`src/rtl/core_run_ctrl.sv`:
```
// Run controller: holds core resets, runs the cores, ends on halt or budget.
// Optional per-core reset stagger enabled by `define CORE_RUN_CTRL_STAGGER_EN.
module core_run_ctrl #(
  parameter int N_CORES    = 1,
  parameter int RST_CYCLES = 5,
  parameter int RUN_CYCLES = 186,
  parameter int CNT_WIDTH  = 16,
  parameter int STAGGER    = 2
) (
  input  logic                 i_clk,
  input  logic                 i_rst,
  input  logic                 i_start,
  input  logic                 i_abort,
  input  logic [N_CORES-1:0]   i_halt,
  output logic [N_CORES-1:0]   o_core_rst,
  output logic                 o_running,
  output logic                 o_done,
  output logic                 o_timeout,
  output logic [CNT_WIDTH-1:0] o_cycles
);

`ifdef CORE_RUN_CTRL_STAGGER_EN
  localparam int STG = STAGGER;
`else
  localparam int STG = 0 * STAGGER;
`endif

  localparam logic [CNT_WIDTH-1:0] ONE =
    CNT_WIDTH'(1);
  localparam logic [CNT_WIDTH-1:0] RUN_LAST =
    CNT_WIDTH'(RUN_CYCLES - 1);
  localparam logic [CNT_WIDTH-1:0] RUN_MAX =
    CNT_WIDTH'(RUN_CYCLES);
  // Reset window spans core 0's hold plus the stagger of the last core.
  localparam logic [CNT_WIDTH-1:0] RST_LOAD =
    CNT_WIDTH'(RST_CYCLES + (N_CORES - 1) * STG);

  typedef enum logic [1:0] {
    S_IDLE,
    S_RESET,
    S_RUN,
    S_DONE
  } state_t;

  state_t state_q, state_d;

  logic [CNT_WIDTH-1:0] rst_cnt_q, rst_cnt_d;
  logic [CNT_WIDTH-1:0] cyc_d;
  logic [N_CORES-1:0]   core_rst_d;
  logic                 running_d;
  logic                 done_d;
  logic                 timeout_d;
  logic                 all_halt;

  assign all_halt = &i_halt;

  always_comb begin
    state_d    = state_q;
    rst_cnt_d  = rst_cnt_q;
    cyc_d      = o_cycles;
    core_rst_d = o_core_rst;
    timeout_d  = o_timeout;
    unique case (state_q)
      S_IDLE: begin
        core_rst_d = '1;
        if (i_start) begin
          state_d   = S_RESET;
          rst_cnt_d = RST_LOAD;
          cyc_d     = '0;
          timeout_d = 1'b0;
        end
      end
      S_RESET: begin
        if (i_abort) begin
          state_d    = S_IDLE;
          core_rst_d = '1;
        end else if (rst_cnt_q == '0) begin
          state_d    = S_RUN;
          core_rst_d = '0;
        end else begin
          rst_cnt_d = rst_cnt_q - ONE;
`ifdef CORE_RUN_CTRL_STAGGER_EN
          // Core j drops reset once the countdown reaches its offset.
          for (int j = 0; j < N_CORES; j++) begin
            if (rst_cnt_q <=
                CNT_WIDTH'((N_CORES - 1 - j) * STG))
              core_rst_d[j] = 1'b0;
          end
`endif
        end
      end
      S_RUN: begin
        core_rst_d = '0;
        if (i_abort) begin
          state_d    = S_IDLE;
          core_rst_d = '1;
        end else if (all_halt) begin
          state_d    = S_DONE;
          core_rst_d = '1;
          timeout_d  = 1'b0;
        end else if (o_cycles == RUN_LAST) begin
          state_d    = S_DONE;
          core_rst_d = '1;
          timeout_d  = 1'b1;
          cyc_d      = RUN_MAX;
        end else begin
          cyc_d = o_cycles + ONE;
        end
      end
      S_DONE: begin
        core_rst_d = '1;
        if (i_start) begin
          state_d   = S_RESET;
          rst_cnt_d = RST_LOAD;
          cyc_d     = '0;
          timeout_d = 1'b0;
        end
      end
    endcase
    running_d = (state_d == S_RUN);
    done_d    = (state_d == S_DONE);
  end

  always_ff @(posedge i_clk) begin
    if (i_rst) begin
      state_q    <= S_IDLE;
      rst_cnt_q  <= '0;
      o_core_rst <= '1;
      o_running  <= 1'b0;
      o_done     <= 1'b0;
      o_timeout  <= 1'b0;
      o_cycles   <= '0;
    end else begin
      state_q    <= state_d;
      rst_cnt_q  <= rst_cnt_d;
      o_core_rst <= core_rst_d;
      o_running  <= running_d;
      o_done     <= done_d;
      o_timeout  <= timeout_d;
      o_cycles   <= cyc_d;
    end
  end

endmodule

```
`config.mk`:
```
export PLATFORM = sky130hd
export DESIGN_NAME = core_run_ctrl
export DESIGN_NICKNAME = d
export VERILOG_FILES = /design/src/rtl/core_run_ctrl.sv
export SDC_FILE = /design/constraint.sdc
export NUM_CORES = 1
export LEC_CHECK = 0
export ABC_AREA = 0
export BUFFER_PORTS_ARGS = -buffer_cell sky130_fd_sc_hd__buf_4
export CELL_PAD_IN_SITES_DETAIL_PLACEMENT = 1
export CELL_PAD_IN_SITES_GLOBAL_PLACEMENT = 1
export CORE_UTILIZATION = 30
export DETAILED_ROUTE_END_ITERATION = 16
export PLACE_DENSITY_LB_ADDON = 0.3
export SETUP_SLACK_MARGIN = 0.3
export SYNTH_ARGS = -nofsm -noshare
export SYNTH_HDL_FRONTEND = slang
export SYNTH_SLANG_ARGS = --single-unit
```
`constraint.sdc`:
```
create_clock -name i_clk -period 2.6 [get_ports i_clk]
set_input_delay 0.13 -clock i_clk [delete_from_list [all_inputs] [get_ports i_clk]]
set_output_delay 0.13 -clock i_clk [all_outputs]
set_load 0.005 [all_outputs]
```
**Word-level counts from Yosys, hierarchy flattened**

Cells that the tools add are included.

- Bits in writable memories: 0
- Bits in latches: 0
- Memories: 0
- Bits in registers: 38
- Word-level logic and storage cells: 57
- Memory bits (read-only): 0
- Output and inout bits: 20

- Eq/ne operators: 13
- $mul: 0
- Multiplexer cells: 27
- Shift-type cells: 0
- Reduce and logical (&&, ||, !) cells: 8
- Add/subtract/negate cells: 2
- Divide/modulo/power cells: 0
- Bitwise logic cells: 0
- $lt $le $gt $ge: 0

Operators by type and width:

| kind | number |
|---|---|
| 16-bit two-way mux | 7 |
| 16-bit case mux with 2 select lines | 2 |
| 16-bit by 1-bit adder with 16-bit output, second input constant | 1 |
| 16-bit by 8-bit == test with 1-bit output, second input constant | 1 |
| 16-bit zero test | 1 |
| 16-bit by 1-bit subtractor with 16-bit output, second input constant | 1 |
| 2-bit two-way mux | 6 |
| 4-bit AND reduction | 3 |
| 1-bit two-way mux | 9 |
| 2-bit == test, second input constant | 4 |
| 2-bit inequality test, second input constant | 4 |
| 3-bit inequality test, second input constant | 2 |
| 2-bit case mux with 3 select lines | 1 |
| 2-bit nonzero test | 2 |
| 1-bit case mux with 3 select lines | 1 |
| 2-bit by 1-bit == test with 1-bit output, second input constant | 1 |
| 2-bit zero test | 1 |
| 2-bit by 1-bit inequality test with 1-bit output, second input constant | 1 |
| 1-bit case mux with 2 select lines | 1 |
| 2-bit OR reduction | 1 |

**Depth between registers and ports, before layout**

Gate-level depths: netlist (run 1).

- Depth after elaboration: 6
- Mapped depth: 9
- Mapped depth without buffers: 7

**Least setup slack after synthesis (run 1)**

OpenSTA, ideal clock, no wires.

- Path kind: register -> register
- Start: register state_q[0]
- End: register o_cycles[12]
- Buffers on the path: 1
- Arrival time: 2.003 ns
- Setup slack: 0.477 ns
- Clock period less this slack: 2.123 ns
- Cell stages (with the launch flop): 9
- Data required time: 2.480 ns
- Setup time: 0.120 ns
- Cell sequence: dfxtp_1 -> inv_1 -> ha_1 -> buf_6 -> mux2i_1 -> or4b_4 -> nor3_1 -> mux2i_1 -> nor2_1

- Cells in the longest elaborated chain, start to end: 4
- Elaborated cells on any way between the ends: 10
- Those cells by class: eq/ne (5); mux (1); reduce/logical (4)

RTL lines:

| what | line | text |
|---|---|---|
| start: declaration | 45 | `state_t state_q, state_d;` |
| start signal: assignment | 134 | `state_q <= state_d;` |
| 2-bit == test or 2-bit zero test (tied branches) | 63 | `unique case (state_q)` |
| 2-bit OR reduction (no source line) | n/a |  |
| 2-bit by 1-bit inequality test with 1-bit output (no source line) or 2-bit nonzero test (tied branches) | n/a |  |
| 4-bit AND reduction (no source line) | n/a |  |
| end signal: assignment | 140 | `o_cycles <= cyc_d;` |
| end: declaration | 19 | `output logic [CNT_WIDTH-1:0] o_cycles` |

Several ways; a longest one is shown, not always the timed one.
A chain may end at the register's enable or synchronous reset.

**Final worst setup path (run 1)**

- Start: register state_q[0]
- End: register rst_cnt_q[13]

- Cells in the longest elaborated chain, start to end: 4
- Elaborated cells on any way between the ends: 10
- Those cells by class: eq/ne (5); mux (1); reduce/logical (4)

RTL lines:

| what | line | text |
|---|---|---|
| 2-bit == test or 2-bit zero test (tied branches) | 63 |  |
| 2-bit OR reduction (no source line) | n/a |  |
| 2-bit by 1-bit inequality test with 1-bit output (no source line) or 2-bit nonzero test (tied branches) | n/a |  |
| 4-bit AND reduction (no source line) | n/a |  |
| end signal: assignment | 135 | `rst_cnt_q <= rst_cnt_d;` |
| end: declaration | 47 | `logic [CNT_WIDTH-1:0] rst_cnt_q, rst_cnt_d;` |

Several ways; a longest one is shown, not always the timed one.

==> results of run 1 <==
layout make-up:
type	count	area [sq um]
multi-input combinational	204	1376
fill	862	4285
clock buffer	6	82.58
sequential	38	763.2
clock inverter	2	12.51
tap	96	120.1
inverter	9	33.78
timing repair buffer	31	232.7
power breakdown:
group          total, mW  switching (mW)  internal (mW)
sequential         0.878           0.167          0.711
clock              0.443           0.230          0.214
combinational       1.63           0.947          0.685
total               2.95            1.34           1.61
worst max-delay path, stage by stage, from the launching register on:
cell and delay [ps]:
dfxtp_2 340, inv_1 70, ha_4 250, buf_4 170
mux2i_4 200, and4bb_2 310, o211ai_1 200, or3_1 400
a21oi_1 140
flip-flops by register name, indices dropped and copies added (netlist names):
| register | cells |
|---|---|
| o_done | 1 |
| state_q | 2 |
| o_cycles | 16 |
| o_core_rst | 1 |
| rst_cnt_q | 16 |
| o_timeout | 1 |
| o_running | 1 |
repair_timing:
action	4_1_cts	5_1_grt
endpoints found under the setup margin	0	8
resized for setup	0	7
buffers inserted	0	2
stage by stage:
step	power, mW	cells	util	setup slack [ps]	hold slack, ps
finish	2.952	386	0.3795	457.8	143.1
detailed placement	2.421	376	0.3576	331.4	454.3
floorplan	2.026	262	-	476.9	317.6
global route	3.191	386	0.3795	276.6	162.3
CTS	2.881	384	0.3714	317.4	137.0
global placement	2.379	376	0.3576	446.3	449.4
cell usage after synthesis, types with 4 or more instances:
master | count | share of area
a21oi_1 | 16 | 0.037
a31oi_1 | 4 | 0.011
and3_1 | 4 | 0.011
buf_2 | 4 | 0.0092
clkbuf_1 | 5 | 0.0086
dfxtp_1 | 38 | 0.35
ha_1 | 6 | 0.034
inv_1 | 8 | 0.014
mux2i_1 | 4 | 0.018
nand2_1 | 19 | 0.033
nand3_1 | 8 | 0.018
nand4_1 | 5 | 0.014
nor2_1 | 37 | 0.064
nor3_1 | 7 | 0.016
nor4_1 | 4 | 0.011
o2111ai_1 | 4 | 0.016
o211ai_1 | 4 | 0.014
o21ai_0 | 10 | 0.023
or3_1 | 7 | 0.020
xor2_1 | 11 | 0.044
per-layer routing:
metal / share of wire / vias up / wire, um / track usage
met3: 0.035 / 5 / 213 / 0.03128
li1: - / 1022 / - / -
met5: 0 / - / 0 / 0
met2: 0.47 / 42 / 2874 / 0.2841
met4: 0.0089 / 0 / 54 / 0.04918
met1: 0.48 / 1019 / 2951 / 0.2171
worst paths after layout:
path | cells after the start | to
setup / recovery | 8 | rst_cnt_q[13]$_SDFFE_PP0P_
hold / removal | 3 | o_timeout$_SDFFE_PP0P_
setup reg to reg | 8 | rst_cnt_q[13]$_SDFFE_PP0P_
hold reg to reg | 2 | rst_cnt_q[9]$_SDFFE_PP0P_
kinds of logic after synthesis:
logic type / Yosys count / synth area share
XOR/XNOR: 14 / 0.05610
multiplexers: 4 / 0.01832
buffers and inverters: 20 / 0.04007
flip-flops: 38 / 0.3480
AND/OR/NAND/NOR: 117 / 0.3039
adder cells (fa/ha/maj): 6 / 0.03434
AO/OA/AOI/OAI: 63 / 0.1992
==> key figures, run 1 <==
Synth
  • Warnings, synthesis: 0
  • Yosys cell types: 60
  • Post-synthesis sequential area ratio: 0.3480
  • Async S/R FF share, synth: 0
  • Syn avg cell area: 8.343 sq um
  • Post-synth EDFFs: 0
  • Post-Synthesis Cells: 262
  • Post-Syn Nets: 273
  • Flops & latches, synth: 38
  • Post-Synthesis Cell Area: 0.002186 sq mm
  • Top FF cell, synth: dfxtp_1

Clock tree
  • CTS tree: built
  • Clk Latency, worst-skew pair: 300 ps
  • CTS hold repair buffers: 0
  • Clk slew on worst S/H paths: 80 ps
  • CTS Buf Count: 5
  • Clk Tree Root Cell: clkbuf_8
  • CTS H-tree depth: 2
  • Clock Tree Buf Depth: 2
  • # clock sinks: 38

Route
  • Residual DRC: 0
  • DR iter-0 viols: 86
  • Final ANT Viol Nets: 0
  • Via count: 2088
  • Routed WL: 6094 um
  • Vias per cell: 5.409
  • Wire per inst: 15.79 um
  • Drt pass-1 iters: 4

Floorplan
  • DIE HEIGHT: 87.36 um
  • Row Count: 30
  • Core area: 0.006907 sq mm
  • Die Wd: 87.36 um
  • Full die area: 0.007632 sq mm
  • Starting density of the core: 0.3165
  • # IOs: 25

Global route
  • GRT Total Usage: 0.1682
  • First-pass GRT wire length: 9963 um
  • Vias in the first global route: 2055
  • Grt total ovfl: 0
  • Initial antenna violation count: 0
  • Largest net degree at the start of global routing: 19

Timing
  • Post-Route Skew: 9.633 ps
  • Final slew viol count: 0
  • Setup TNS: 0 ps
  • Final period util: 0.8239
  • RSZ-0062 raised after global routing: no
  • Max Freq: 466.8 MHz
  • Worst-margin pin slew: 521.9 ps
  • Count of final hold-check violations: 0
  • Final setup fails: 0
  • Max_slew headroom: 0.6475
  • Crit path time final: 2142 ps

Critical path
  • Critical path peak fanout: 7
  • Reg2reg setup slack: 460 ps
  • Worst reg2reg path startpoint: state_q[0]$_SDFF_PP0_
  • Crit. Startpoint: state_q[0]$_SDFF_PP0_
  • Setup Crit Path Kind: reg2reg
  • CP endpoint kind: register
  • Worst Path Arrival: 2360 ps
  • Critical Path RT: 2820 ps
  • CP Launch Type: register

Finish
  • Most frequent cells in the layout: nor2_1, dfxtp_1, buf_4
  • Antenna diodes: 0
  • Area grow syn2layout: 19.92%
  • Nets: 300
  • Design area: 0.002621 sq mm
  • Layout cell share with drive strength beyond 1: 0.2000
  • Commonest non-fill, non-tap cell in the layout: nor2_1

Power and ir drop
  • VDD IR max: 0.4813 mV
  • LEAKAGE: 0.9418 nW
  • Pwr per Cell Area: 1126 mW/mm^2

Placed design
  • GP Congestion: 0.7504
  • Post-DP HPWL: 4381 um
  • Placed Area: 0.002470 sq mm
  • I/O Buffers: 24

Worst hold path
  • HP Class: in2reg
  • Hold Crit Start: i_halt

Run status
  • Status: complete, no violations

Flow run
  • Maxcap violations: 0
(Power assumes the default switching activity.)
==> run 2: changes to the inputs <==
- ABC_AREA: 0 -> 1
- clock period: 2.6 -> 1.9 ns (I/O delays scaled with it)
==> key figures, run 2 <==
Critical path
  • Most frequent CP cell: buf_4
  • CP max stage delay: 350 ps (was 400 ps)
  • CP max stage cell: dfxtp_4 (was or3_1)
  • CP Launch Type: register (unchanged)
  • Setup Crit Path Kind: reg2reg (unchanged)
  • CP Cell Sequence: inv_2 > ha_4 > buf_4 > nor2_2 > nor2_4 > nand2_8 > buf_4 > nand2_1 > a21oi_1 (was inv_1 > ha_4 > buf_4 > mux2i_4 > and4bb_2 > o211ai_1 > or3_1 > a21oi_1)
  • Worst Path Arrival: 1810 ps (was 2360 ps)
  • Top cell family by delay on the critical path: simple AND/OR/NAND/NOR gates (unchanged)
  • CP endpoint kind: register (unchanged)
  • Critical Path RT: 2060 ps (was 2820 ps)
  • Crit. path cell count: 9 (was 8)
  • Critical path peak fanout: 7 (unchanged)
  • Reg2reg setup slack: 250 ps (was 460 ps)
  • Worst R2R Path Depth: 9 (was 8)
  • Worst reg2reg endpoint: rst_cnt_q[8]$_SDFFE_PP0P_ (was rst_cnt_q[13]$_SDFFE_PP0P_)
  • Buf/Inv on CP: 3 (was 2)
  • Worst reg2reg path startpoint: state_q[0]$_SDFF_PP0_ (unchanged)

Synth
  • Cell with the most instances after synthesis: nand2_1 (was dfxtp_1)
  • Post-Synthesis Cell Area: 0.002505 sq mm (was 0.002186 sq mm)
  • Post-synth top cells: nand2_1, nor2_1, inv_1 (was dfxtp_1, nor2_1, nand2_1)
  • Syn avg cell area: 6.262 sq um (was 8.343 sq um)
  • Warnings, synthesis: 0 (unchanged)
  • Post-synthesis sequential area ratio: 0.3037 (was 0.3480)
  • Post-synth EDFFs: 0 (unchanged)
  • Largest area contributor in the netlist: dfxtp_1 (unchanged)
  • Top FF cell, synth: dfxtp_1 (unchanged)
  • Post-synth top area share: 0.3037 (was 0.3480)
  • Async S/R FF share, synth: 0 (unchanged)
  • Synth area leaders: dfxtp_1, nand2_1, nor2_1 (was dfxtp_1, nor2_1, xor2_1)
  • Post-Syn Nets: 411 (was 273)
  • Post-Synthesis Cells: 400 (was 262)
  • Flops & latches, synth: 38 (unchanged)
  • Yosys cell types: 31 (was 60)

Clock tree
  • CTS tree: built (unchanged)
  • Clk Tree Root Cell: clkbuf_8 (unchanged)
  • CTS Buf Count: 5 (unchanged)
  • Clk slew on worst S/H paths: 70 ps (was 80 ps)
  • CTS H-tree depth: 2 (unchanged)
  • # clock sinks: 38 (unchanged)
  • Clock Tree Buf Depth: 2 (unchanged)
  • Clk Latency, worst-skew pair: 290 ps (was 300 ps)

Route
  • Via count: 2662 (was 2088)
  • Routed WL: 7599 um (was 6094 um)
  • Final ANT Viol Nets: 0 (unchanged)
  • Wire per inst: 13.79 um (was 15.79 um)
  • Residual DRC: 0 (unchanged)
  • Drt pass-1 iters: 4 (unchanged)
  • DR iter-0 viols: 95 (was 86)
  • Vias per cell: 4.831 (was 5.409)

Global route
  • GRT Total Usage: 0.1783 (was 0.1682)
  • First-pass GRT wire length: 12280 um (was 9963 um)
  • Grt total ovfl: 0 (unchanged)
  • Vias in the first global route: 2607 (was 2055)
  • Largest net degree at the start of global routing: 28 (was 19)
  • Initial antenna violation count: 0 (unchanged)

Placed design
  • Pre-CTS WS: 130.9 ps (was 331.4 ps)
  • Placed Area: 0.002839 sq mm (was 0.002470 sq mm)
  • I/O Buffers: 24 (unchanged)
  • GP Congestion: 0.7967 (was 0.7504)
  • Post-DP HPWL: 5346 um (was 4381 um)

Timing
  • Crit path time final: 1650 ps (was 2142 ps)
  • RSZ-0062 raised after global routing: yes (was no)
  • Count of final hold-check violations: 0 (unchanged)
  • Max_slew headroom: 0.7406 (was 0.6475)
  • Setup TNS: 0 ps (unchanged)
  • Final slew viol count: 0 (unchanged)
  • Hold WS: 207.9 ps (was 143.1 ps)
  • Final worst slack: 249.8 ps (was 457.8 ps)
  • Worst-margin pin slew: 389.1 ps (was 521.9 ps)
  • Final period util: 0.8685 (was 0.8239)
  • Max Freq: 606.0 MHz (was 466.8 MHz)
  • Post-Route Skew: 4.656 ps (was 9.633 ps)
  • Final setup fails: 0 (unchanged)

Power and ir drop
  • VDD IR max: 1.037 mV (was 0.4813 mV)
  • Net Sw Frac: 0.5001 (was 0.4551)
  • Clock network power share: 0.105 (was 0.150)
  • Pwr per Cell Area: 1677 mW/mm^2 (was 1126 mW/mm^2)
  • Psw: 2.723 mW (was 1.344 mW)
  • Int Pwr: 2.722 mW (was 1.609 mW)
  • Sequential power share: 0.209 (was 0.297)
  • Total power: 5.444 mW (was 2.952 mW)
  • Combinational Power Share: 0.686 (was 0.553)
  • LEAKAGE: 1.452 nW (was 0.9418 nW)

Finish
  • Commonest non-fill, non-tap cell in the layout: nand2_1 (was nor2_1)
  • Layout cell share with drive strength beyond 1: 0.2851 (was 0.2000)
  • Most frequent cells in the layout: nand2_1, nor2_1, inv_1 (was nor2_1, dfxtp_1, buf_4)
  • Antenna diodes: 0 (unchanged)
  • Design area: 0.003246 sq mm (was 0.002621 sq mm)
  • Regs by FF count: o_cycles: 16 flops, rst_cnt_q: 16 flops, state_q: 2 flops (unchanged)
  • Area grow syn2layout: 29.57% (was 19.92%)
  • Nets: 461 (was 300)

Floorplan
  • Row Count: 32 (was 30)
  • Core area: 0.007888 sq mm (was 0.006907 sq mm)
  • Starting density of the core: 0.3176 (was 0.3165)
  • Full die area: 0.008719 sq mm (was 0.007632 sq mm)
  • # IOs: 25 (unchanged)
  • DIE HEIGHT: 93.38 um (was 87.36 um)
  • Die Wd: 93.38 um (was 87.36 um)

Flow run
  • Maxcap violations: 0 (unchanged)

Worst hold path
  • Worst Hold Path EP: rst_cnt_q[1]$_SDFFE_PP0P_ (was o_timeout$_SDFFE_PP0P_)
  • Hold Crit Start: i_rst (was i_halt)
  • Hold depth: 2 (was 3)
  • HP Class: in2reg (unchanged)

Run status
  • Status: complete, no violations (unchanged)
==> run 2: cell count changes after synthesis, moves of 5 or more <==
cell,previous run,this run
a21oi_1,16,22
xor2_1,11,4
nand2_1,19,123
nand2_2,0,5
inv_1,8,49
nor2_1,37,62
nand3_1,8,23
nand4_1,5,12
or3_1,7,0
a21oi_2,2,9
==> run 2: area by class of cell <==
cell class	instances	area (sq um)
Tap cell	102	127.6
Timing Repair inverter	1	11.26
Fill cell	1044	4642
Inverter	52	217.7
Timing Repair Buffer	50	397.9
Multi-Input combinational cell	302	1634
Sequential cell	38	774.5
Clock buffer	6	82.58
==> run 2: kinds of logic (layout without fill, tap and decap cells) <==
group                    after synthesis  count (layout)  share of synthesized area
AO/OA/AOI/OAI                         41              41                    0.09591
adder cells (fa/ha/maj)                6               6                    0.02997
buffers and inverters                 61             109                     0.1109
flip-flops                            38              38                     0.3037
AND/OR/NAND/NOR                      247             248                     0.4351
XOR/XNOR                               7               7                    0.02448
==> run 2: metal layers <==
metal,track usage,vias up,part of all wire
met4,0.05000,0,0.014
met1,0.2255,1263,0.48
met3,0.03089,11,0.027
met2,0.3094,37,0.48
met5,0,-,0
li1,-,1351,-
==> run 2: worst register-to-register path, cell delays in order, from the launching register on <==
cell and delay (ps):
dfxtp_4 350, inv_2 50, ha_4 310, buf_4 120
nor2_2 40, nor2_4 200, nand2_8 160, buf_4 170
nand2_1 50, a21oi_1 70
==> run 2: stage by stage <==
| stage | util | cells |
|---|---|---|
| 2_1_floorplan | - | 400 |
| 3_3_place_gp | 0.3599 | 527 |
| 3_5_place_dp | 0.3599 | 527 |
| 4_1_cts | 0.3826 | 539 |
| 5_1_grt | 0.4115 | 551 |
| 6_report | 0.4115 | 551 |
==> run 2: worst max path at each step <==
stage / startpoint / to / slack (ps)
global route: state_q[0]$_SDFF_PP0_ / rst_cnt_q[8]$_SDFFE_PP0P_ / 170
finish: state_q[0]$_SDFF_PP0_ / rst_cnt_q[8]$_SDFFE_PP0P_ / 250
CTS: state_q[0]$_SDFF_PP0_ / o_cycles[11]$_SDFFE_PP0P_ / 250
global placement: rst_cnt_q[0]$_SDFFE_PP0P_ / rst_cnt_q[14]$_SDFFE_PP0P_ / 140
floorplan: state_q[0]$_SDFF_PP0_ / o_cycles[10]$_SDFFE_PP0P_ / 300
detailed placement: rst_cnt_q[0]$_SDFFE_PP0P_ / rst_cnt_q[14]$_SDFFE_PP0P_ / 130
==> run 2: repair_timing <==
action                                  CTS  global route
gates resized for setup                  17            46
hold buffers                              0             0
buffers inserted                          6            10
cloned                                    0             2
pin swaps                                 3            14
endpoints found under the setup margin   34            33
==> run 2: power groups by stage <==
stage,Clock [mW],Sequential [mW],Combinational [mW]
2_1_floorplan,0,1.09,2.40
3_3_place_gp,0,1.13,2.87
3_5_place_dp,0,1.13,2.95
4_1_cts,0.599,1.11,3.24
5_1_grt,0.620,1.16,4.16
6_report,0.572,1.14,3.73
